===== src/rtl/logic_unit_arbiter.sv =====
// Two-requester front end for a shared external 4/8-bit logic unit.
// Picks a winner (round-robin or fixed priority), drives the unit, and returns its result with a done pulse.
module logic_unit_arbiter #(
  parameter bit          RR_EN = 1'b1,
  parameter int unsigned CNT_W = 8
) (
  input  logic             clk,
  input  logic             rst_n,
  input  logic [1:0]       req,
  input  logic [1:0]       op0,
  input  logic [1:0]       op1,
  input  logic [3:0]       a0,
  input  logic [3:0]       a1,
  input  logic [3:0]       b0,
  input  logic [3:0]       b1,
  input  logic [7:0]       c0,
  input  logic [7:0]       c1,
  output logic [1:0]       gnt,
  output logic [1:0]       done,
  output logic [7:0]       res,
  output logic             busy,
  output logic [CNT_W-1:0] op_cnt,
  output logic [3:0]       lu_a,
  output logic [3:0]       lu_b,
  output logic [7:0]       lu_c,
  output logic [1:0]       lu_sw,
  input  logic [7:0]       lu_f
);

  typedef enum logic [1:0] {IDLE, ISSUE, RESP} state_t;

  state_t           state_q;
  logic             ptr_q;
  logic             win_q;
  logic [1:0]       gnt_q;
  logic [1:0]       done_q;
  logic [7:0]       res_q;
  logic             busy_q;
  logic [CNT_W-1:0] cnt_q;
  logic [3:0]       lu_a_q;
  logic [3:0]       lu_b_q;
  logic [7:0]       lu_c_q;
  logic [1:0]       lu_sw_q;

  logic             win_d;
  logic [3:0]       a_d;
  logic [3:0]       b_d;
  logic [7:0]       c_d;
  logic [1:0]       sw_d;

  // Winner: pointer side if it is requesting, else the other (RR); requester 0 first otherwise.
  always_comb begin
    win_d = 1'b0;
    if (RR_EN) begin
      win_d = req[ptr_q] ? ptr_q : ~ptr_q;
    end else begin
      win_d = ~req[0];
    end
    a_d  = win_d ? a1  : a0;
    b_d  = win_d ? b1  : b0;
    c_d  = win_d ? c1  : c0;
    sw_d = win_d ? op1 : op0;
  end

  always_ff @(posedge clk) begin
    if (!rst_n) begin
      state_q <= IDLE;
      ptr_q   <= 1'b0;
      win_q   <= 1'b0;
      gnt_q   <= '0;
      done_q  <= '0;
      res_q   <= '0;
      busy_q  <= 1'b0;
      cnt_q   <= '0;
      lu_a_q  <= '0;
      lu_b_q  <= '0;
      lu_c_q  <= '0;
      lu_sw_q <= '0;
    end else begin
      case (state_q)
        IDLE: begin
          if (|req) begin
            lu_a_q  <= a_d;
            lu_b_q  <= b_d;
            lu_c_q  <= c_d;
            lu_sw_q <= sw_d;
            gnt_q   <= {win_d, ~win_d};
            win_q   <= win_d;
            busy_q  <= 1'b1;
            state_q <= ISSUE;
            if (RR_EN) ptr_q <= ~win_d;
          end
        end
        ISSUE: begin
          res_q   <= lu_f;
          done_q  <= {win_q, ~win_q};
          gnt_q   <= '0;
          if (cnt_q != '1) cnt_q <= cnt_q + 1'b1;
          state_q <= RESP;
        end
        RESP: begin
          done_q  <= '0;
          busy_q  <= 1'b0;
          state_q <= IDLE;
        end
        default: state_q <= IDLE;
      endcase
    end
  end

  assign gnt    = gnt_q;
  assign done   = done_q;
  assign res    = res_q;
  assign busy   = busy_q;
  assign op_cnt = cnt_q;
  assign lu_a   = lu_a_q;
  assign lu_b   = lu_b_q;
  assign lu_c   = lu_c_q;
  assign lu_sw  = lu_sw_q;

endmodule


===== config.mk =====
export PLATFORM = sky130hd
export DESIGN_NAME = logic_unit_arbiter
export DESIGN_NICKNAME = d
export VERILOG_FILES = /design/src/rtl/logic_unit_arbiter.sv
export SDC_FILE = /design/constraint.sdc
export NUM_CORES = 1
export LEC_CHECK = 0
export CAP_MARGIN = 20
export CORE_MARGIN = 2
export CORE_UTILIZATION = 40
export DETAILED_ROUTE_END_ITERATION = 16
export HOLD_SLACK_MARGIN = 0.06
export PLACE_DENSITY = 0.78
export SLEW_MARGIN = 5
export SYNTH_ARGS = -nofsm -noshare
export SYNTH_HDL_FRONTEND = slang
export SYNTH_SLANG_ARGS = --single-unit

===== constraint.sdc =====
create_clock -name clk -period 3.75 [get_ports clk]
set_input_delay 0.375 -clock clk [delete_from_list [all_inputs] [get_ports clk]]
set_output_delay 0.375 -clock clk [all_outputs]
set_load 0.02 [all_outputs]

# Word-level counts from Yosys, hierarchy flattened
# Cells that the tools add are included.
# word_totals
reg_bits,43
output_inout_bits,39
wordCells,44
# op_classes
add_sub_neg,1
magnitude_cmp,1
eq_ne,4
muxes,14
n_bitwise,3
reduce_logical,9
# ops
operator,count
$pmux W2 S2,3
$add A8 B1 Y8 const B,1
$mux W4,2
$mux W8,1
$ne A8 B8 Y1 const B,1
$reduce_and A2 Y1,4
$mux W2,3
$reduce_bool A2 Y1,3
$mux W1,4
$not A1 Y1,3
$eq A2 B1 Y1 const B,1
$eq A2 B2 Y1 const B,1
$logic_not A2 Y1,1
$lt A1 B2 Y1 const B,1
$ne A2 B2 Y1 const B,1
$pmux W1 S2,1
$reduce_or A2 Y1,1

# Depth between registers and ports, before layout
# Gate-level depths: netlist of the first run.
# depth
depth_word,6
mapped_depth,7
ltp_nobuf,5

# Worst setup path after synthesis of the first run
# No wires, ideal clock.
# synth_path
kind,register -> register
start,"register cnt_q[0], in the netlist op_cnt[0]"
end,"register cnt_q[6], in the netlist op_cnt[6]"
setup_ps,115
t_arrival_ps,1389
required_time_ps,3635
setup_slack_ps,2246
stages_incl_launch_ff,5
n_path_buf,0
synth_period_minus_slack_ps,1504
cell_sequence,dfxtp_1 ha_1 nand3_1 or4_1 and3_1
# synth_via
elab_chain_len,2
elab_cells_between_ends,3
classes_between,add/sub (1); eq/ne (1); reduce/logical (1)
# synth_lines
element,line_no,text
from (decl),39,logic [CNT_W-1:0] cnt_q;
from (signal assigned),98,if (cnt_q != '1) cnt_q <= cnt_q + 1'b1;
"parallel branches: the longest is 2 deep, another holds $add A8 B1 Y8",--,
# Parallel ways; which one is timed is not known.
# A chain may end at the register's enable or synchronous reset.

# Final worst setup path of the first run
# layout_path
start,input req[0]
end,"register lu_sw_q[1], in the netlist lu_sw[1]"
# layout_via
elab_chain_len,4
elab_cells_between_ends,6
classes_between,mux (4); reduce/logical (2)
# layout_lines
element,line_no,text
from (decl),9,"input logic [1:0] req,"
$mux W1 (implied by the code) (2 in a row),55,win_d = req[ptr_q] ? ptr_q : ~ptr_q;
$mux W1,55,
$mux W2,62,sw_d = win_d ? op1 : op0;
to (signal assigned),86,lu_sw_q <= sw_d;
to (decl),43,logic [1:0] lu_sw_q;
# Parallel ways exist; a longest one is shown, timed or not. The select of a mux whose other input is x is not followed.

==> results by group, run 1 <==
Global route
  • Routing usage on met3: 0.0521
  • Top Usage Layer GRT: met2
  • Antenna violations before repair: 0
  • Met1 global-route usage: 0.232
  • First-pass GRT wire length: 7770 um
  • Tot GR Track Use: 0.182
  • Pin count of the biggest net entering global routing: 40
  • Grt ovf: 0
  • Routing usage on met2: 0.295
  • Vias in the first global route: 1747

Floorplanning
  • Die Width: 73.9 um
  • Die area: 5450 um^2
  • Row Count: 25
  • Initial core utilization: 0.413
  • Die Y: 73.9 um
  • Ports: 87
  • Core area: 4720 um^2

Timing
  • WHS: 0.482 ns
  • Setup tns final: 0 ns
  • Final Setup Violations: 0
  • Worst-margin pin slew: 1.06 ns
  • Max-slew violations: 0
  • Final min period: 2.03 ns
  • Fin. Hold Viols: 0
  • RSZ-0062 raised after global routing: no
  • Layout Skew: 0.00282 ns
  • Final worst-path cycle share: 0.541
  • Rel. slew slack: 0.292
  • Max Clk Rate: 493 MHz

Power and ir drop
  • PD cells: 416 nW/um^2
  • Leakage power: 0.00107 uW
  • Max VDD drop: 0.000201 V

Worst setup path
  • Worst EP required: 3.97 ns
  • Crit path capture type: register
  • CP Cell Sequence: clkdlybuf4s50_1 > nor2b_1 > o21ai_0 > a31oi_1
  • Crit path DAT: 2.24 ns
  • Worst Setup Start Kind: input port
  • Crit-path max cell delay: 0.86 ns
  • Maximum fanout along the worst path: 18
  • CP max-delay cell: nor2b_1
  • Critical path type: in2reg

Clock tree
  • Clock tree sinks: 43
  • Worst skew pair latency: 0.29 ns
  • TritonCTS clock tree: built
  • CTS clock-pin slew for the worst setup and hold paths: 0.08 ns
  • H-tree lvl count: 2
  • PostCTS Resize Cnt: 0
  • Max Root-Sink Buffers: 2
  • Post-CTS Setup Repair Bufs: 0
  • Root Driver: clkbuf_8
  • Post-CTS Hold Fix Bufs: 0
  • CTS buffer count: 5

Synth
  • Most used DFF post-synth: dfxtp_1
  • Async set or reset register ratio after synthesis: 0
  • Syn avg cell area: 8.64 um^2
  • Syn nets: 279
  • Seq/Total Area, Yosys: 0.441
  • Post-synth design cell area: 1950 um^2
  • Yosys cell types: 36
  • Number of synthesized flops with an enable pin: 0
  • Yosys reg bits: 43
  • Synth warn: 0
  • Synth Instances: 226

Cells and area
  • Fillcell total: 414
  • Nets: 357
  • Share of cells above drive strength 1: 0.0393
  • Multi-input gate area: 987 um^2
  • Most common cell after layout, fill and taps aside: clkdlybuf4s50_1
  • Post-Route Utilization: 0.617
  • Antenna cells: 0
  • Area growth syn-to-layout: 49.3%
  • FF+latch area: 861 um^2
  • Commonest non-fill, non-tap cells in the layout: 86 x clkdlybuf4s50_1, 43 x dfxtp_1, 39 x o21ai_0

Run
  • # Max-Cap Violations: 0

Drt
  • Vias per cell: 5.20
  • ANT nets after route: 0
  • Post-Route WL: 4760 um
  • Wire per inst: 12.8 um
  • Pre-antenna DRT Iters: 4
  • 1st-iter DRT viols: 100
  • DRC Markers: 0
  • Via count: 1935

Placed design
  • Post-DP HPWL: 3390 um
  • Gpl congestion: 0.803
  • I/O Buffers: 86

Min path
  • Hold Path Class: reg2reg

Run status
  • Run status: finished clean
layout make-up:
type	count	area share
clock buffers	5	0.0236
clock inverters	3	0.00515
inverters	6	0.00773
multi-input cells	160	0.339
flip-flops and latches	43	0.295
well taps	67	0.0288
repair buffers	88	0.301
final timing paths:
kind / startpoint / to / slack [ns] / cells after the start
setup / recovery: req[0] / lu_sw[1]$_SDFFE_PN0P_ / 1.72 / 4
setup reg to reg: state_q[1]$_SDFFE_PN0P_ / op_cnt[6]$_SDFFE_PN0P_ / 1.74 / 5
hold reg to reg: busy$_SDFFE_PN0P_ / busy$_SDFFE_PN0P_ / 0.48 / 2
hold / removal: busy$_SDFFE_PN0P_ / busy$_SDFFE_PN0P_ / 0.48 / 2
kinds of logic (layout without fill, tap and decap cells):
group / after synthesis / after routing / synth area share
buf+inv: 23 / 102 / 0.0532
compound gates: 75 / 75 / 0.223
mux: 14 / 14 / 0.0718
fa+ha+maj: 5 / 5 / 0.0321
simple gates: 66 / 66 / 0.179
flops: 43 / 43 / 0.441
where the power goes:
group	switching, uW	total, uW	internal [uW]
sequential	32.1	544	512
clock	153	280	127
combinational	196	388	192
total	381	1210	831
worst max-delay path: cells and delay by family:
kind	cells	cell delay, ns
buf+inv	1	0.54
compound gates	2	0.47
simple gates	1	0.86
through the flow:
step	worst slack (ns)	cell area (um^2)	power [uW]	instances
floorplan	2.25	1950	770	226
finish	1.72	2910	1210	372
global placement	1.51	2830	939	364
detailed placement	1.43	2830	943	364
CTS	1.74	2910	1220	372
global route	1.54	2910	1280	372
routing by layer:
layer,share of wire,up-vias
met3,0.065,4
met4,0.0097,0
met5,0,-
met2,0.46,74
met1,0.46,885
li1,-,972
Yosys cell counts, types with 2 or more instances:
| cell | instances | area [um^2] |
|---|---|---|
| a21boi_0 | 5 | 37.5 |
| a21oi_1 | 3 | 15.0 |
| a31oi_1 | 19 | 119 |
| and3_1 | 2 | 12.5 |
| buf_2 | 8 | 40.0 |
| clkbuf_1 | 5 | 18.8 |
| clkbuf_2 | 3 | 15.0 |
| dfxtp_1 | 43 | 861 |
| ha_1 | 5 | 62.6 |
| inv_1 | 5 | 18.8 |
| mux2i_1 | 14 | 140 |
| nand2_1 | 12 | 45.0 |
| nand2b_1 | 4 | 25.0 |
| nand3_1 | 22 | 110 |
| nand4_1 | 2 | 12.5 |
| nor2_1 | 10 | 37.5 |
| nor2b_1 | 5 | 31.3 |
| o21ai_0 | 39 | 195 |
| o21ai_1 | 2 | 10.0 |
| or4_1 | 2 | 15.0 |
flip-flops by register name, summed over array words and instances (netlist names), 2 cells and up:
| name | flops |
|---|---|
| done | 2 |
| gnt | 2 |
| lu_a | 4 |
| lu_b | 4 |
| lu_c | 8 |
| lu_sw | 2 |
| op_cnt | 8 |
| res | 8 |
| state_q | 2 |
No activity file was read; power rests on OpenSTA's default activity.
==> run 2: changes to the inputs <==
--- a/config.mk
+++ b/config.mk
@@ -7,10 +7,10 @@
 export LEC_CHECK = 0
 export CAP_MARGIN = 20
 export CORE_MARGIN = 2
-export CORE_UTILIZATION = 40
+export CORE_UTILIZATION = 37
 export DETAILED_ROUTE_END_ITERATION = 16
 export HOLD_SLACK_MARGIN = 0.06
-export PLACE_DENSITY = 0.78
+export PLACE_DENSITY = 0.76
 export SLEW_MARGIN = 5
 export SYNTH_ARGS = -nofsm -noshare
 export SYNTH_HDL_FRONTEND = slang
==> constraint.sdc (replaced) <==
create_clock -name clk -period 1.85 [get_ports clk]
set_input_delay 0.185 -clock clk [delete_from_list [all_inputs] [get_ports clk]]
set_output_delay 0.185 -clock clk [all_outputs]
set_load 0.02 [all_outputs]
==> results by group, run 2 (synthesized netlist as in run 1, its figures left out) <==
Placed design
  • Placed cell areas: 2880 um^2 (+1.9%)
  • I/O Buffers: 86 (unchanged)
  • Placed cells: 372 (+2.2%)
  • Post-DP HPWL: 3590 um (+5.8%)
  • Gpl congestion: 0.704 (-12%)

Power and ir drop
  • Leakage power: 0.00110 uW (+2.6%)
  • Internal: 1740 uW (+110%)
  • PD cells: 845 nW/um^2 (+100%)
  • Tot Pwr: 2510 uW (+110%)
  • Clock power frac: 0.236 (+0.005)
  • Max VDD drop: 0.000464 V (+130%)
  • Sw power: 769 uW (+100%)
  • Power share of the combinational group: 0.327 (+0.007)
  • Sequential power share: 0.437 (-0.012)
  • Sw Share: 0.306 (-0.00805)

Global route
  • Pin count of the biggest net entering global routing: 41 (+2.5%)
  • Top Usage Layer GRT: met2
  • Grt ovf: 0 (unchanged)
  • Routing usage on met3: 0.0450 (-0.00710)
  • First-pass GRT wire length: 8760 um (+13%)
  • Met1 global-route usage: 0.220 (-0.0120)
  • Antenna violations before repair: 0 (unchanged)
  • Routing usage on met2: 0.315 (+0.0204)
  • Vias in the first global route: 1903 (+8.9%)
  • Tot GR Track Use: 0.182 (about the same)

Worst setup path
  • Crit path depth: 1 (-3)
  • Crit-path max cell delay: 0.66 ns (-0.20 ns)
  • Crit path DAT: 1.45 ns (-0.79 ns)
  • Worst path buffer plus inverter count: 1 (unchanged)
  • Reg2Reg Depth: 4 (-1)
  • Crit-path leading delay family: buffers and inverters
  • Critical path type: reg2out
  • Maximum fanout along the worst path: 9 (-9)
  • Worst EP required: 1.66 ns (-2.31 ns)
  • CP Cell Sequence: clkdlybuf4s50_1
  • CP max-delay cell: clkdlybuf4s50_1
  • Worst Setup Start Kind: register
  • Crit path capture type: primary output

Cells and area
  • FF+latch area: 861 um^2 (unchanged)
  • Fin cells: 379 (+1.9%)
  • Nets: 362 (+1.4%)
  • Area growth syn-to-layout: 52.2%
  • Final Cell Area: 2970 um^2 (+2.0%)
  • Most common cell after layout, fill and taps aside: clkdlybuf4s50_1
  • Multi-input gate area: 987 um^2 (unchanged)
  • Share of cells above drive strength 1: 0.0518 (+0.0124)
  • Antenna cells: 0 (unchanged)
  • Fillcell total: 452 (+9.2%)
  • Commonest non-fill, non-tap cells in the layout: 86 x clkdlybuf4s50_1, 43 x dfxtp_1, 39 x o21ai_0

Floorplanning
  • Die area: 5870 um^2 (+7.7%)
  • Die Y: 76.6 um (+3.8%)
  • Row Count: 26 (+4.0%)
  • Initial core utilization: 0.382 (-0.0311)
  • Die Width: 76.6 um (+3.8%)
  • Ports: 87 (unchanged)
  • Core area: 5110 um^2 (+8.1%)

Drt
  • Vias per cell: 5.09 (-2.1%)
  • ANT nets after route: 0 (unchanged)
  • Wire per inst: 13.4 um (+4.6%)
  • Pre-antenna DRT Iters: 5 (+1)
  • Post-Route WL: 5070 um (+6.6%)
  • Via count: 1930 (-0.26%)
  • DRC Markers: 0 (unchanged)
  • 1st-iter DRT viols: 117 (+17%)

Clock tree
  • Post-CTS Hold Fix Bufs: 0 (unchanged)
  • H-tree lvl count: 2 (unchanged)
  • Post-CTS Setup Repair Bufs: 0 (unchanged)
  • Clock tree sinks: 43 (unchanged)
  • Worst skew pair latency: 0.29 ns (about the same)
  • Root Driver: clkbuf_8
  • CTS clock-pin slew for the worst setup and hold paths: 0.08 ns (about the same)
  • TritonCTS clock tree: built
  • PostCTS Resize Cnt: 0 (unchanged)
  • CTS buffer count: 5 (unchanged)
  • Max Root-Sink Buffers: 2 (unchanged)

Timing
  • Final worst-path cycle share: 0.884
  • Max-slew violations: 0 (unchanged)
  • Layout Skew: 0.00374 ns (+0.000918 ns)
  • Worst-margin pin slew: 0.665 ns (-0.396 ns)
  • Final min period: 1.63 ns
  • Fin. Hold Viols: 0 (unchanged)
  • RSZ-0062 raised after global routing: no
  • Setup tns final: 0 ns (unchanged)
  • Max Clk Rate: 612 MHz
  • Final Setup Violations: 0 (unchanged)
  • Rel. slew slack: 0.557 (+0.265)
  • WHS: 0.475 ns (-0.00791 ns)

Min path
  • Hold Crit Depth: 3 (+1)
  • Hold Path Class: in2reg

Run status
  • Run status: finished clean

Run
  • # Max-Cap Violations: 0 (unchanged)
[run 2: cell count changes in the layout (fill, tap and decap cells not counted), sizes merged]
cell and change:
clkinv -2, clkbuf +1, buf +5
[run 2: tightest hold or removal path: cells and delay by family]
| family | cells | cell delay, ns |
|---|---|---|
| AOI/OAI and AO/OA | 2 | 0.14 |
| buffers and inverters | 1 | 0.39 |
[run 2: layout make-up]
class,instances,share of cell area
well taps,70,0.0295
repair buffers,93,0.312
clock buffers,6,0.0278
multi-input cells,160,0.332
clock inverters,1,0.00168
flip-flops and latches,43,0.290
inverters,6,0.00758
[run 2: per-layer routing]
layer	part of all wire	vias to the layer above
li1	-	982
met1	0.46	889
met2	0.48	53
met3	0.050	6
met4	0.014	0
met5	0	-
[run 2: final timing paths]
check / from / endpoint / slack (ns)
setup / recovery: op_cnt[3]$_SDFFE_PN0P_ / op_cnt[3] / 0.22
hold / removal: c0[7] / lu_c[7]$_SDFFE_PN0P_ / 0.47
setup reg to reg: op_cnt[0]$_SDFFE_PN0P_ / op_cnt[1]$_SDFFE_PN0P_ / 0.36
hold reg to reg: gnt[1]$_SDFFE_PN0P_ / gnt[1]$_SDFFE_PN0P_ / 0.49
[run 2: power groups by stage]
stage | registers [uW] | clock network, uW | logic [uW]
6_report | 1100 | 593 | 820
5_1_grt | 1110 | 645 | 898
4_1_cts | 1100 | 623 | 830
3_5_place_dp | 1120 | 0 | 825
3_3_place_gp | 1110 | 0 | 816
2_1_floorplan | 1230 | 0 | 327
[run 2: through the flow]
step,setup WS [ns],util
3_3_place_gp,0.127,0.565
2_1_floorplan,0.346,-
6_report,0.215,0.582
4_1_cts,0.203,0.582
3_5_place_dp,0.0552,0.565
5_1_grt,0.144,0.582
